File: src/rtl/mssd_frame_serializer.sv
// Transmit framer: turns a (port, len) descriptor plus a byte stream into
// start bit, 8-bit header, 8*len payload bits and stop bit, one bit per clock.
module mssd_frame_serializer #(
    parameter int unsigned MIN_GAP = 1
) (
    input  logic       clk,
    input  logic       rst,
    input  logic       req_valid,
    output logic       req_ready,
    input  logic [1:0] req_port,
    input  logic [5:0] req_len,
    input  logic       byte_valid,
    input  logic [7:0] byte_data,
    output logic       byte_ready,
    output logic       ser_out,
    output logic       busy,
    output logic       frame_done,
    output logic       underrun,
    output logic       len_err
);

    localparam int unsigned PORT_W = 2;
    localparam int unsigned LEN_W  = 6;
    localparam int unsigned BIT_W  = 3;
    localparam int unsigned GAP_W  = 4;
    localparam int unsigned BYTE_W = 8;
    localparam logic [GAP_W-1:0] GAP_LAST = GAP_W'((MIN_GAP == 0) ? 0 : MIN_GAP - 1);

    typedef enum logic [2:0] {IDLE, START, HDR, DATA, STOP, GAP} state_t;

    state_t state;
    state_t state_n;

    logic [PORT_W-1:0] port_q, port_n;
    logic [LEN_W-1:0]  len_q, len_n;
    logic [BIT_W-1:0]  bit_cnt, bit_cnt_n;
    logic [LEN_W-1:0]  byte_cnt, byte_cnt_n;
    logic [LEN_W-1:0]  fetched, fetched_n;
    logic [GAP_W-1:0]  gap_cnt, gap_cnt_n;
    logic [BYTE_W-1:0] shreg, shreg_n;
    logic [BYTE_W-1:0] pf_data, pf_data_n;
    logic              pf_full, pf_full_n;

    logic ser_out_n, busy_n, frame_done_n, underrun_n, len_err_n;
    logic req_ready_n, byte_ready_n;
    logic accept, byte_hs, load, starve;

    always_ff @(posedge clk or posedge rst) begin
        if (rst) begin
            state <= IDLE;
        end else begin
            state <= state_n;
        end
    end

    always_comb begin
        state_n = state;
        case (state)
            IDLE:    if (req_valid && (req_len != '0)) state_n = START;
            START:   state_n = HDR;
            HDR:     if (bit_cnt == BIT_W'(7)) state_n = DATA;
            DATA:    if ((bit_cnt == BIT_W'(7)) && (byte_cnt == len_q - LEN_W'(1))) state_n = STOP;
            STOP:    state_n = (MIN_GAP == 0) ? IDLE : GAP;
            GAP:     if (gap_cnt == GAP_LAST) state_n = IDLE;
            default: state_n = IDLE;
        endcase
    end

    // Datapath next values; ser_out is taken from the next shift-register LSB so it stays a flop
    always_comb begin
        port_n     = port_q;
        len_n      = len_q;
        bit_cnt_n  = bit_cnt;
        byte_cnt_n = byte_cnt;
        fetched_n  = fetched;
        gap_cnt_n  = gap_cnt;
        shreg_n    = shreg;
        pf_data_n  = pf_data;
        pf_full_n  = pf_full;
        underrun_n = underrun;

        accept    = (state == IDLE) && req_valid;
        byte_hs   = byte_valid && byte_ready;
        load      = (bit_cnt == BIT_W'(7)) && (state_n == DATA);
        starve    = load && !pf_full && !byte_hs;
        len_err_n = accept && (req_len == '0);

        if (accept && (req_len != '0)) begin
            port_n     = req_port;
            len_n      = req_len;
            bit_cnt_n  = '0;
            byte_cnt_n = '0;
            fetched_n  = '0;
        end

        if (state == START) begin
            shreg_n = {len_q, port_q};
        end

        if ((state == HDR) || (state == DATA)) begin
            bit_cnt_n = bit_cnt + BIT_W'(1);
            shreg_n   = {1'b0, shreg[BYTE_W-1:1]};
            // A starved slot still consumes a byte position so the frame length never changes
            if (byte_hs || starve) begin
                fetched_n = fetched + LEN_W'(1);
            end
            if (load) begin
                pf_full_n = 1'b0;
                if (pf_full) begin
                    shreg_n = pf_data;
                end else if (byte_hs) begin
                    shreg_n = byte_data;
                end else begin
                    shreg_n    = '0;
                    underrun_n = 1'b1;
                end
            end else if (byte_hs) begin
                pf_full_n = 1'b1;
                pf_data_n = byte_data;
            end
            if ((state == DATA) && (bit_cnt == BIT_W'(7))) begin
                byte_cnt_n = byte_cnt + LEN_W'(1);
            end
        end

        if (state == STOP) begin
            gap_cnt_n = '0;
        end
        if (state == GAP) begin
            gap_cnt_n = gap_cnt + GAP_W'(1);
        end

        case (state_n)
            START:     ser_out_n = 1'b0;
            HDR, DATA: ser_out_n = shreg_n[0];
            default:   ser_out_n = 1'b1;
        endcase

        busy_n       = (state_n != IDLE);
        req_ready_n  = (state_n == IDLE);
        frame_done_n = (state_n == STOP);
        byte_ready_n = !pf_full_n && ((state_n == HDR) || (state_n == DATA)) && (fetched_n < len_n);
    end

    always_ff @(posedge clk or posedge rst) begin
        if (rst) begin
            port_q     <= '0;
            len_q      <= '0;
            bit_cnt    <= '0;
            byte_cnt   <= '0;
            fetched    <= '0;
            gap_cnt    <= '0;
            shreg      <= '0;
            pf_data    <= '0;
            pf_full    <= 1'b0;
            ser_out    <= 1'b1;
            req_ready  <= 1'b1;
            byte_ready <= 1'b0;
            busy       <= 1'b0;
            frame_done <= 1'b0;
            underrun   <= 1'b0;
            len_err    <= 1'b0;
        end else begin
            port_q     <= port_n;
            len_q      <= len_n;
            bit_cnt    <= bit_cnt_n;
            byte_cnt   <= byte_cnt_n;
            fetched    <= fetched_n;
            gap_cnt    <= gap_cnt_n;
            shreg      <= shreg_n;
            pf_data    <= pf_data_n;
            pf_full    <= pf_full_n;
            ser_out    <= ser_out_n;
            req_ready  <= req_ready_n;
            byte_ready <= byte_ready_n;
            busy       <= busy_n;
            frame_done <= frame_done_n;
            underrun   <= underrun_n;
            len_err    <= len_err_n;
        end
    end

endmodule

File: config.mk
export PLATFORM = sky130hd
export DESIGN_NAME = mssd_frame_serializer
export DESIGN_NICKNAME = d
export VERILOG_FILES = /design/src/rtl/mssd_frame_serializer.sv
export SDC_FILE = /design/constraint.sdc
export NUM_CORES = 1
export LEC_CHECK = 0
export ABC_AREA = 1
export CELL_PAD_IN_SITES_DETAIL_PLACEMENT = 0
export CELL_PAD_IN_SITES_GLOBAL_PLACEMENT = 2
export CORE_MARGIN = 1
export CORE_UTILIZATION = 35
export CTS_BUF_LIST = sky130_fd_sc_hd__clkbuf_8
export DETAILED_ROUTE_END_ITERATION = 8
export MAX_ROUTING_LAYER = met4
export PLACE_DENSITY_LB_ADDON = 0.1
export SLEW_MARGIN = 20
export SYNTH_ARGS = -nofsm -noshare
export SYNTH_HDL_FRONTEND = slang
export SYNTH_SLANG_ARGS = --single-unit
File: constraint.sdc
create_clock -name clk -period 3.5 [get_ports clk]
set_clock_uncertainty 0.15 [all_clocks]
set_input_delay 1.05 -clock clk [delete_from_list [all_inputs] [get_ports clk]]
set_output_delay 1.05 -clock clk [all_outputs]
set_load 0.01 [all_outputs]
### Word level (Yosys, flattened, before mapping)

Index checks and enable logic that the tools add are counted.

* word-level logic and storage cells: 93
* input port bits: 20
* bits in registers: 54

* muxes and demuxes: 25
* eq/ne operators: 11
* order comparisons: 1
* $add $sub $neg: 5
* bitwise operators: 3
* reduce and logical (&&, ||, !) cells: 30

Operators by type and width (count)
* $mux 6: 7
* $mux 8: 5
* $mux 3: 6
* $pmux 3 s6: 1
* $add 6x1->6 const B: 2
* $eq 3x2->1 const B: 4
* $eq 3x3->1 const B: 4
* $logic_and 1x1->1: 12
* $mux 4: 2
* $eq 3x1->1 const B: 2
* $eq 6x6->1: 1
* $logic_not 3->1: 2
* $logic_not 6->1: 1
* $lt 6x6->1: 1
* $reduce_bool 2->1: 3
* $reduce_bool 6->1: 1
* $sub 6x1->6 const B: 1
* $add 4x1->4 const B: 1
* $logic_not 4->1: 1
* $reduce_and 4->1: 1
* $add 3x1->3 const B: 1
* $logic_not 1->1: 3
* $logic_or 1x1->1: 3
* $mux 1: 3
* other kinds (5): 7

### Logic depth before layout (Yosys ltp)

Gate-level depths: netlist of the first run.

* depth in word-level cells: 14
* gate-level depth with buffers: 22
* depth with buffers taken out: 22

### Worst setup path before layout of the first run

No wires, ideal clock.

* path type: input port to flip-flop
* start: input port req_len[0]
* end: register byte_ready
* arrival time: 2.721 ns
* data required time: 3.277 ns
* stages on the path: 12
* slack: 0.556 ns
* buffers on the path: 1
* path through: nor4_1 > nand3_1 > nand2_1 > clkbuf_1 > a21oi_1 > a21oi_1 > ha_1 > a21oi_1 > nor2_1 > a21oi_1 > nand3_1 > a21oi_2

* cells in the longest elaborated chain, start to end: 13
* elaborated cells between the ends (all ways): 22
* classes of those cells: order compare: 1; eq/ne: 2; mux: 8; reduce/logical: 11

Ends and longest elaborated chain
* start, declared: line 11 `input logic [5:0] req_len,`
* $reduce_bool 6->1 *: line 59, 88
* $logic_and 1x1->1: line 59 `IDLE: if (req_valid && (req_len != '0)) state_n = START;`
* $mux 3: line 59
* $pmux 3 s6: line 58 `case (state)`
* $eq 3x2->1: line 84 `load = (bit_cnt == BIT_W'(7)) && (state_n == DATA);`
* $logic_and 1x1->1: line 84
* $logic_and 1x1->1 (2 in a row): line 85 `starve = load && !pf_full && !byte_hs;`
* $logic_or 1x1->1: line 104 `if (byte_hs || starve) begin`
* $mux 6: line 104
* $mux 6 *: line 100 `if ((state == HDR) || (state == DATA)) begin`
* net fetched_n[3]: line 38 `logic [LEN_W-1:0] fetched, fetched_n;`
* $lt 6x6->1 *: line 142 `byte_ready_n = !pf_full_n && ((state_n == HDR) || (state_n == DATA)) && (fetched_n < len_n);`
* $logic_and 1x1->1 *: line 142
* net byte_ready_n: line 45 `logic req_ready_n, byte_ready_n;`
* end signal, assigned: line 175 `byte_ready <= byte_ready_n;`
* end, declared: line 14 `output logic byte_ready,`

The timed path passes the listed nets; every way through them passes the cells marked *.
A chain may end at the register's enable or synchronous reset.

### Final worst setup path of the first run

Ends and elaborated chain as after synthesis.

==> results of run 1 <==
## synth_stat cells (all sizes together)
| cell | number |
|---|---|
| nand2 | 93 |
| inv | 56 |
| dfrtp | 52 |
| o21ai | 29 |
| nor2 | 27 |
| a21oi | 23 |
| nand3 | 21 |
| o211ai | 13 |
| ha | 12 |
| nor3 | 11 |
| buf | 4 |
| clkbuf | 4 |
| nor4 | 3 |
| dfstp | 2 |
| o22ai | 2 |
| xor2 | 2 |
| mux2i | 1 |
| nand4 | 1 |
| o21a | 1 |
| o21bai | 1 |
| o32ai | 1 |
| or2 | 1 |
| xnor2 | 1 |
## power by group through the flow
stage | Combinational, uW | Sequential (uW) | Clock (uW)
final | 1050 | 1010 | 421
after global placement | 1050 | 1030 | 0
after detailed placement | 1070 | 1030 | 0
after floorplan | 816 | 970 | 0
after global routing | 1210 | 1050 | 461
after CTS | 1070 | 1020 | 437
## how the worst min path moves through the flow
stage / end / slack [ns] / cells after the start
4_1_cts: gap_cnt[3] / 0.33 / 1
2_1_floorplan: gap_cnt[3] / 0.29 / 1
3_5_place_dp: pf_data[0] / 0.31 / 2
6_report: gap_cnt[3] / 0.33 / 1
3_3_place_gp: gap_cnt[3] / 0.30 / 1
5_1_grt: pf_data[0] / 0.36 / 2
## layout make-up
class                   instances  area [um2]
fillers                       863        4740
multi-input cells             243        1390
flip-flops and latches         54        1350
repair buffers                 34         333
inverters                      56         210
well taps                     105         131
clock buffers                   5        68.8
clock inverters                 3        37.5
## metal layers
layer	GRT usage [%]	vias up	wire length [um]
li1	-	1244	-
met1	24.1	1082	3470
met2	27.8	35	3160
met3	2.98	5	162
met4	4.17	0	57
met5	-	-	0
## state kept, by name (all words and copies together), names as in the netlist
register / cells
bit_cnt: 3
busy: 1
byte_cnt: 6
byte_ready: 1
fetched: 6
frame_done: 1
gap_cnt: 4
len_err: 1
len_q: 6
pf_data: 8
pf_full: 1
port_q: 2
req_ready: 1
ser_out: 1
shreg: 8
state: 3
underrun: 1
## cells by family (layout without fill, tap and decap cells)
| logic type | count (synthesis) | after routing | synth area share [%] |
|---|---|---|---|
| and+or+nand+nor | 157 | 157 | 24.5 |
| AOI/OAI and AO/OA | 70 | 70 | 15.6 |
| buffers and inverters | 64 | 98 | 8.56 |
| DFF | 54 | 54 | 45.2 |
| adders and majority gates | 12 | 12 | 5.01 |
| xor gates and xnor gates | 3 | 3 | 0.877 |
| muxes | 1 | 1 | 0.334 |
## worst register-to-register path: cells and delay by family, from the launching register on
family                   cells  cell delay [ns]
AO/OA/AOI/OAI                7             0.90
AND/OR/NAND/NOR              9             0.78
adder cells (fa/ha/maj)      2             0.53
flip-flops                   1             0.40
buffers and inverters        2             0.24
## cell usage in the layout, fill, tap and decap left out, types with 9 or more instances in the layout
cell type / n
ha_1: 12
dfrtp_1: 52
inv_1: 51
nor3_1: 9
a21oi_1: 20
clkdlybuf4s50_1: 26
nand2_1: 83
nor2_1: 23
o21ai_0: 18
nand3_1: 19
## stage by stage
| step | instances | hold slack [ns] | area (um2) |
|---|---|---|---|
| finish | 500 | 0.331 | 3520 |
| global route | 500 | 0.356 | 3520 |
| CTS | 500 | 0.332 | 3520 |
| detailed placement | 492 | 0.314 | 3420 |
| global placement | 492 | 0.305 | 3420 |
| floorplan | 361 | 0.291 | 3000 |
==> metrics.txt, run 1 <==
Clock Power Share=17.0%; register area share after synthesis=45.2%; Die H=94.6 um; TritonCTS buffer count=5; reg2reg start=len_q[1]; number of port buffers=26; vias in the first global route=2313; Peak VDD IR=253 uV; top-area cell type share of the netlist area=43.4%; cells on worst reg2reg path=20; Sw Share=41.0%; I/O pins=27; global-route wire length before repair=11700 um; drt pass-1 iters=5; upper clock frequency limit=316 MHz; Hold Path Origin=gap_cnt[3]; Max Cap Viol=0; Die X-Extent=94.6 um; die footprint=8940 um2; CP endpoint kind=flip-flop; Final setup viols=0; initial antenna violation count=0; final hold vios=0; post-CTS resize count=0; cell area after synthesis=3000 um2; Synth Warn #=0; worst min-delay path class=reg2reg; Skew-Pair Late Insertion Delay=0.31 ns; outcome=complete, no violations; Final Critical Period=3.16 ns; CP max-delay cell=clkdlybuf4s50_1; root buffer cell=clkbuf_8; row count=33; GP Congestion=0.776; CP Depth=13; Slew headroom=65.5%; H-Tree Depth=2; synth unique cells=38; r2r endpoint=byte_ready; Pleak=0.00167 uW; largest cells by area after synthesis=dfrtp_1 43%, nand2_1 10%, inv_1 6.3%; crit path DAT=3.26 ns; dpl ws=-0.00551 ns; crit path max fanout=4; Synth area leader=dfrtp_1; worst path required time=3.60 ns; final worst setup slack=0.335 ns; worst path bufs/invs=2; Synth Net Count=393; Combinational Power Share=42.2%; vias per inst=4.73; share of layout cells above drive strength 1=15.2%; crit path cell chain=clkdlybuf4s50_1, nor4_1, nand3_1, nand2_1, buf_4, a21oi_1, a21oi_1, ha_1, a21oi_1, nor2_1, a21oi_1, nand3_1, a21oi_2; fin util=42.7%; critical path launch point=req_len[0]; RSZ-0062 raised after global routing=no; total power=2480 uW; Reg power frac=40.8%; Hold Buf Count CTS=0; Setup crit start kind=primary input; Final Max Tran Viols=0; Top delay family on crit path=simple AND/OR/NAND/NOR gates; clk sinks=54; antenna diode count=0; Largest stage delay, worst path=0.42 ns; synthesized instance count=361; CTS tree=yes; GR Util All Layers=17.8%; post-route setup TNS=0 ns; nets=426; GRT overflow=0; Syn Area/Cell=8.30 um2; DR DRC count=0; P per Cell Area=704 nW/um2; clock slew at reported path FFs=0.10 ns; setup bufs post-CTS=0; Net Sw Power=1020 uW; Internal=1460 uW; core box area=8260 um2; FF+latch count, synth=54; DP HPWL=5220 um; crit share post-route=90.4%; CP Capture Point=byte_ready; synth-to-layout area growth=17.5%; Least-Margin Pin Slew=0.516 ns; Routed Antenna Nets=0; drt total wl=6850 um; Initial Util=36.3%; Clock Tree Buf Depth=2; DRT iter0 DRCs=64; largest net degree at the start of global routing=34; wire length per cell=13.7 um; R2R Setup Slk=0.44 ns; most used cell, CP=a21oi_1; critical path type=in2reg; via count=2366
No activity file was read; power rests on OpenSTA's default activity.
==> run 2: changes to the inputs <==
REMOVE_ABC_BUFFERS = 1   (was default)
==> metrics.txt, run 2 (synthesis gave the netlist of run 1 again) <==
outcome=complete, no violations; RSZ-0062 raised after global routing=no; fin util=42.5% (-0.17 points); most common cell after layout, fill and taps aside=nand2_1; via count=2398 (+1.4%); Net Sw Power=1030 uW (+1.7%); clk sinks=54 (unchanged); drt pass-1 iters=4 (-1); Combinational Power Share=42.7% (+0.5 points); most frequent cells in the layout=83 x nand2_1, 52 x dfrtp_1, 49 x inv_1, 26 x clkdlybuf4s50_1, 23 x nor2_1; Final Max Tran Viols=0 (unchanged); setup bufs post-CTS=0 (unchanged); Peak VDD IR=294 uV (+16%); worst min-delay path class=reg2reg; wire length per cell=14.1 um (+3.1%); crit path cell chain=clkdlybuf4s50_1, nor4_1, nand3_1, nand2_1, inv_1, o21ai_0, o21ai_0, inv_1, ha_1, nand2_1, nor2_1, a21oi_1, nand3_1, a21oi_2; CP max-delay cell=clkdlybuf4s50_1; synth-to-layout area growth=17.0%; Max Cap Viol=0 (unchanged); H-Tree Depth=2 (unchanged); Die H=94.6 um (unchanged); Clock Tree Buf Depth=2 (unchanged); vias per inst=4.78 (+0.95%); Reg power frac=42.1% (+1.3 points); crit path max fanout=5 (+1); share of layout cells above drive strength 1=16.1% (+0.93 points); critical path type=in2reg; layout filler cell count=869 (+0.70%); Setup crit start kind=primary input; die footprint=8940 um2 (unchanged); root buffer cell=clkbuf_8; Hold Path Origin=bit_cnt[0]; upper clock frequency limit=310 MHz (-2.0%); DP HPWL=5460 um (+4.6%); post-CTS resize count=0 (unchanged); Slew headroom=63.4% (-2.2 points); global-route wire length before repair=11900 um (+2.1%); final hold vios=0 (unchanged); Least-Margin Pin Slew=0.549 ns (+0.0326 ns); reg2reg start=len_q[1]; clock slew at reported path FFs=0.10 ns (about the same); R2R Setup Slk=0.46 ns (+0.02 ns); Hold Path Cell Cnt=1 (unchanged); GP Congestion=0.803 (+3.5%); DRT iter0 DRCs=102 (+59%); r2r endpoint=byte_ready; Final setup viols=0 (unchanged); Pleak=0.00166 uW (-0.73%); Routed Antenna Nets=0 (unchanged); hold path endpoint=bit_cnt[0]; crit share post-route=92.3% (+1.9 points); multi-input logic area=1390 um2 (unchanged); Final Critical Period=3.23 ns (+0.0650 ns); core box area=8260 um2 (unchanged); GRT overflow=0 (unchanged); GR Util All Layers=18.3% (+0.49 points); cells on worst reg2reg path=20 (unchanged); worst path bufs/invs=3 (+1); Regs by FF count=pf_data (8), shreg (8); antenna diode count=0 (unchanged); Hold Buf Count CTS=0 (unchanged); DR DRC count=0 (unchanged); initial antenna violation count=0 (unchanged); Sw Share=42.6% (+1.6 points); Largest stage delay, worst path=0.41 ns (about the same); Sequential Area=1350 um2 (unchanged); Die X-Extent=94.6 um (unchanged); nets=428 (+0.47%); CTS tree=yes; CP endpoint kind=flip-flop; worst path required time=3.59 ns (about the same); TritonCTS buffer count=5 (unchanged); crit path DAT=3.32 ns (+0.06 ns); drt total wl=7090 um (+3.5%); I/O pins=27 (unchanged); vias in the first global route=2360 (+2.0%); post-route setup TNS=0 ns (unchanged); P per Cell Area=692 nW/um2 (-1.8%); Internal=1390 uW (-4.9%); largest net degree at the start of global routing=24 (-29%); row count=33 (unchanged); Initial Util=36.3% (unchanged); Clock Power Share=15.2% (-1.8 points); Skew-Pair Late Insertion Delay=0.31 ns (about the same); number of port buffers=26 (unchanged); Top delay family on crit path=simple AND/OR/NAND/NOR gates
run 2: cell count changes in the layout (fill, tap and decap cells not counted):
cell and change:
bufinv_16 -1, clkinv_4 +1, buf_12 -1, clkinvlp_4 +1, inv_1 -2, clkinv_2 +1, buf_4 +3
run 2: how the worst max path moves through the flow:
stage,end,depth (start not counted),from,slack (ns)
2_1_floorplan,byte_ready,13,req_len[0],0.33
3_3_place_gp,byte_ready,14,req_len[0],0.07
3_5_place_dp,byte_ready,12,req_len[0],0.01
4_1_cts,byte_ready,14,req_len[0],0.32
5_1_grt,byte_ready,14,req_len[0],0.06
6_report,byte_ready,14,req_len[0],0.27
run 2: area by class of cell:
| type | count | share of cell area, % |
|---|---|---|
| clock inverter | 3 | 0.606 |
| sequential | 54 | 38.6 |
| multi-input combinational | 243 | 39.6 |
| tap | 105 | 3.74 |
| clock buffer | 5 | 1.96 |
| inverter | 56 | 5.99 |
| timing repair buffer | 36 | 9.56 |
run 2: power by group through the flow:
stage / Clock, uW / Sequential [uW] / Combinational, uW
floorplan: 0 / 985 / 778
global placement: 0 / 1040 / 1060
detailed placement: 0 / 1030 / 1050
CTS: 381 / 1020 / 1060
global route: 410 / 1060 / 1200
finish: 368 / 1020 / 1040
run 2: routing by layer:
metal	wire, um	GRT usage [%]	share of wire, %	up-vias
met1	3640	24.8	51	1121
li1	-	-	-	1241
met2	3200	28.9	45	29
met4	61	4.17	0.86	0
met5	0	-	0	-
met3	194	2.74	2.7	7
run 2: stage by stage:
step | cells | setup slack, ns | hold WS [ns] | power, uW | area [um2]
floorplan | 353 | 0.328 | 0.291 | 1760 | 2950
global placement | 494 | 0.0659 | 0.308 | 2090 | 3420
detailed placement | 494 | 0.0130 | 0.318 | 2090 | 3420
CTS | 502 | 0.319 | 0.334 | 2460 | 3510
global route | 502 | 0.0636 | 0.353 | 2660 | 3510
finish | 502 | 0.270 | 0.330 | 2430 | 3510
==> RTL edit 1: new RTL, settings of run 1 <==
Set the localparam `GAP_W` to 5 (it was 4).
--- a/src/rtl/mssd_frame_serializer.sv
+++ b/src/rtl/mssd_frame_serializer.sv
@@ -22,7 +22,7 @@
     localparam int unsigned PORT_W = 2;
     localparam int unsigned LEN_W  = 6;
     localparam int unsigned BIT_W  = 3;
-    localparam int unsigned GAP_W  = 4;
+    localparam int unsigned GAP_W  = 5;
     localparam int unsigned BYTE_W = 8;
     localparam logic [GAP_W-1:0] GAP_LAST = GAP_W'((MIN_GAP == 0) ? 0 : MIN_GAP - 1);
 
Function: no difference found for any inputs over 10 cycles, from zero or initial values and one cycle with rst high; that may be too few to reach the edited logic, so the function may still have changed.
==> RTL edit 1 against run 1 <==
- design area grew 0.28%
- via count rose by 3.9%
- sequential cell count is 1 higher
- routed wire length down 0.53%
- area after synthesis is 0.46% higher
- die area rose by 0.44%
- critical path depth is the same
- setup slack lost 0.077 ns
- power shrank 6.7%
==> RTL edit 1: results (changes against run 1) <==
Largest net degree at the start of global routing: 32 (was 34)
DR iter-0 viols: 99 (was 64)
Via/cell ratio: 4.77 (was 4.73)
Top post-synthesis cells by count: nand2_1 (102), dfrtp_1 (53), inv_1 (48), nand3_1 (28) (was nand2_1 (83), dfrtp_1 (52), inv_1 (50), nor2_1 (23), a21oi_1 (20))
Total Nets Final: 442 (was 426)
Synth async-reset ratio: 1.00 (unchanged)
Reg2reg start: len_q[0] (was len_q[1])
Crit path DAT: 3.33 ns (was 3.26 ns)
Largest cells by area after synthesis: dfrtp_1 (44%), nand2_1 (13%), inv_1 (6.0%) (was dfrtp_1 (43%), nand2_1 (10%), inv_1 (6.3%))
H-tree Lvls: 2 (unchanged)
Leakage: 1.69 nW (was 1.67 nW)
ANT cells: 0 (unchanged)
Global-route wire length before repair: 11600 um (was 11700 um)
Bufs on Longest Clock Path: 2 (unchanged)
Total Wirelength: 6810 um (was 6850 um)
Worst path top cell family by delay: simple AND/OR/NAND/NOR gates (unchanged)
GR met2 Demand/Resource: 0.285 (was 0.278)
Switching power: 0.952 mW (was 1.02 mW)
Worst-path clk slew: 0.09 ns
Largest fanout on the critical path: 5 (was 4)
Post-DP HPWL: 5260 um (was 5220 um)
Post-synthesis sequential area ratio: 0.458 (was 0.452)
Number of global-route vias before repair: 2391 (was 2313)
Regs by FF count: pf_data: 8 flops, shreg: 8 flops (unchanged)
Worst-Margin Slew: 0.671 ns (was 0.516 ns)
CP startpoint: req_len[2] (was req_len[0])
Max IR drop VDD: 0.265 mV (was 0.253 mV)
Status: completed (unchanged)
Library cells used by synthesis: 34 (was 38)
GRT Resource Usage Total: 0.172 (was 0.178)
Global placement routability congestion: 0.805 (was 0.776)
Router iterations before antenna repair: 4 (was 5)
GR Util met1: 0.227 (was 0.241)
Post-synthesis net count: 408 (was 393)
Grt met3 use: 0.0242 (was 0.0298)
Post-synth top flop: dfrtp_1 (unchanged)
Port bufs: 26 (unchanged)
Layout cell share with drive strength beyond 1: 0.129 (was 0.152)
Pre-CTS setup slack: -0.0809 ns (was -0.00551 ns)
Cts bufs inserted: 5 (unchanged)
Hold_sp: pf_data[0] (was gap_cnt[3])
==> RTL edit 1: logic make-up (layout without fill, tap and decap cells) <==
| logic type | count (synthesis) | in the layout | synth area share |
|---|---|---|---|
| muxes | 1 | 1 | 0.00332 |
| buffers and inverters | 63 | 98 | 0.0835 |
| adders and majority gates | 12 | 12 | 0.0499 |
| AOI/OAI and AO/OA | 60 | 60 | 0.124 |
| DFF | 55 | 55 | 0.458 |
| xor gates and xnor gates | 1 | 1 | 0.00291 |
| and+or+nand+nor | 184 | 184 | 0.278 |
==> RTL edit 1: stage by stage <==
stage,hold WS (ns),util,instance area (um2),std cells
2_1_floorplan,0.292,-,3010,376
3_3_place_gp,0.313,0.417,3440,508
5_1_grt,0.366,0.428,3530,516
4_1_cts,0.341,0.427,3520,516
6_report,0.335,0.428,3530,516
3_5_place_dp,0.317,0.417,3440,508
==> RTL edit 1: worst register-to-register path, stage by stage, from the launching register on <==
cell      delay (ns)
dfrtp_1         0.45
inv_2           0.10
ha_1            0.23
nand2_1         0.09
nor2_1          0.11
nand2_1         0.07
a21oi_2         0.19
nand3_2         0.11
nand2_2         0.10
nand2_4         0.07
nand3_2         0.13
nand2_4         0.11
nand2_1         0.10
o21ai_0         0.07
o21ai_0         0.07
inv_1           0.09
ha_1            0.31
nand2_1         0.10
nor2_1          0.06
a211oi_2        0.17
nand3b_1        0.11
a21oi_2         0.11
==> RTL edit 1: what timing repair did <==
action                                  CTS  global route
hold buffers                              0             0
endpoints found under the setup margin    0             1
gates resized for setup                   0             2
setup buffers                             0             0
==> RTL edit 1: layout make-up <==
cell class                      instances  area, um2
Clock inverter                          3       11.3
Multi-Input combinational cell        258       1390
Fill cell                             860       4730
Tap cell                              105        131
Inverter                               54        203
Sequential cell                        55       1380
Timing Repair Buffer                   36        348
Clock buffer                            5       68.8
==> RTL edit 1: final timing paths <==
kind / endpoint / depth (start not counted) / slack (ns)
max: byte_ready / 13 / 0.26
min: pf_data[0] / 2 / 0.33
max reg2reg: byte_ready / 21 / 0.34
min reg2reg: pf_data[0] / 2 / 0.33
max in group asynchronous: shreg[7] / 3 / 1.66
min in group asynchronous: pf_data[7] / 2 / 0.96
==> RTL edit 1: power groups by stage <==
stage / Clock [mW] / Combinational (mW) / Sequential (mW)
after CTS: 0.357 / 0.997 / 1.00
after global routing: 0.378 / 1.14 / 1.03
final: 0.334 / 0.981 / 1.00
after floorplan: 0 / 0.714 / 0.966
after detailed placement: 0 / 0.991 / 1.02
after global placement: 0 / 0.985 / 1.02
==> RTL edit 1: metal layers <==
layer,routed length [um],part of all wire
met5,0,0
met4,36,0.0053
met1,3420,0.50
met2,3160,0.46
met3,191,0.028
==> RTL edit 2: new RTL, flow settings as in run 1 <==
Made on the original files. Re-encode `state_t` (6 states) as Gray code, 3 bits wide.
--- a/src/rtl/mssd_frame_serializer.sv
+++ b/src/rtl/mssd_frame_serializer.sv
@@ -26,7 +26,7 @@
     localparam int unsigned BYTE_W = 8;
     localparam logic [GAP_W-1:0] GAP_LAST = GAP_W'((MIN_GAP == 0) ? 0 : MIN_GAP - 1);
 
-    typedef enum logic [2:0] {IDLE, START, HDR, DATA, STOP, GAP} state_t;
+    typedef enum logic [2:0] {IDLE = 3'b000, START = 3'b001, HDR = 3'b011, DATA = 3'b010, STOP = 3'b110, GAP = 3'b111} state_t;
 
     state_t state;
     state_t state_n;
Check against the original RTL: no difference found for any inputs over 10 cycles, from zero or initial values and one cycle with rst high; not proved beyond that.
==> RTL edit 2 against run 1 <==
- cell count is 1.0% lower
- highest routed layer unchanged
- routed wire length hardly changed
- setup slack worse by 0.053 ns
- area after synthesis is 3.3% lower
- synthesized cell count is 1.9% lower
- design area is 2.0% lower
- sequential cell count stayed put
- critical path depth is 4 higher
Power is not compared: it rests on default switching activity, and its combinational part moved more than twofold at a synthesized area within 25%.
==> RTL edit 2: results (changes against run 1) <==
Number of global-route vias before repair: 2403 (was 2313)
GRT Resource Usage Total: 0.179 (was 0.178)
Total Nets Final: 424 (was 426)
Combinational power: 0.392 mW
Inverters: 55 (was 56)
Post-synthesis net count: 386 (was 393)
Post-DP HPWL: 5190 um (was 5220 um)
Hold Path Stages: 1 (unchanged)
Wl on met1: 3290 um (was 3470 um)
Core Util, Final: 0.440 (was 0.427)
Status: completed (unchanged)
Crit path DAT: 3.31 ns (was 3.26 ns)
Wire length per cell: 13.8 um (was 13.7 um)
Global-route wire length before repair: 11600 um (was 11700 um)
Metal3 WL: 167 um (was 162 um)
Met2 wire len: 3270 um (was 3160 um)
Via/cell ratio: 4.84 (was 4.73)
Largest cells by area after synthesis: dfrtp_1 (45%), nand2_1 (9.2%), inv_1 (6.7%) (was dfrtp_1 (43%), nand2_1 (10%), inv_1 (6.3%))
Router iterations before antenna repair: 4 (was 5)
Fraction of area in multi-input gates: 0.376 (was 0.394)
Inst Count DP: 487 (was 492)
Clock network area share: 0.0275 (was 0.0302)
Layout cell share with drive strength beyond 1: 0.125 (was 0.152)
Multi-Input Combinational: 237 (was 243)
FFs & Latches: 54 (unchanged)
Register-to-Register Path Depth: 18 (was 20)
Largest net degree at the start of global routing: 30 (was 34)
XOR/XNOR Fraction of Synth Area: 0.0151 (was 0.00876)
Max incr delay on CP: 0.43 ns
Non-clk buf share: 0.107 (was 0.0945)
Well Taps: 102 (was 105)
Clkbuf count: 6 (was 5)
Vias: 2394 (was 2366)
Non-CTS buffers: 39 (was 34)
Cells after synthesis: 354 (was 361)
Leakage: 1.64 nW
DR iter-0 viols: 93 (was 64)
Global placement routability congestion: 0.810 (was 0.776)
Worst-Margin Slew: 0.657 ns (was 0.516 ns)
Post-synthesis mux area share: 0.00691 (was 0.00334)
Adder-Cell Fraction of Synth Area: 0.0518 (was 0.0501)
Layout fillers: 841 (was 863)
Post-synthesis sequential area ratio: 0.467 (was 0.452)
Final Total Pwr: 1.59 mW
Synth Area in Compound Gates: 0.134 (was 0.156)
Pre-CTS setup slack: -0.102 ns (was -0.00551 ns)
==> RTL edit 2: worst paths after layout <==
check	start	to	slack (ns)
min	gap_cnt[3]	gap_cnt[3]	0.35
min in group asynchronous	rst	gap_cnt[3]	0.99
max in group asynchronous	rst	len_err	1.64
max	req_len[0]	byte_ready	0.28
min reg2reg	gap_cnt[3]	gap_cnt[3]	0.35
max reg2reg	len_q[0]	byte_ready	0.41
==> RTL edit 2: through the flow <==
stage	TNS (ns)	hold slack, ns
after floorplan	0	0.294
after global placement	-0.0483	0.315
after detailed placement	-0.102	0.327
after CTS	0	0.347
after global routing	0	0.379
final	0	0.346
==> RTL edit 2: per-layer routing <==
layer	track usage	vias to the layer above
met2	0.291	34
met5	-	-
met1	0.229	1118
li1	-	1233
met3	0.0268	9
met4	0.0628	0
==> RTL edit 2: what timing repair did <==
item | 4_1_cts | 5_1_grt
setup endpoints to repair | 0 | 1
hold buffers | 0 | 0
resized for setup | 0 | 1
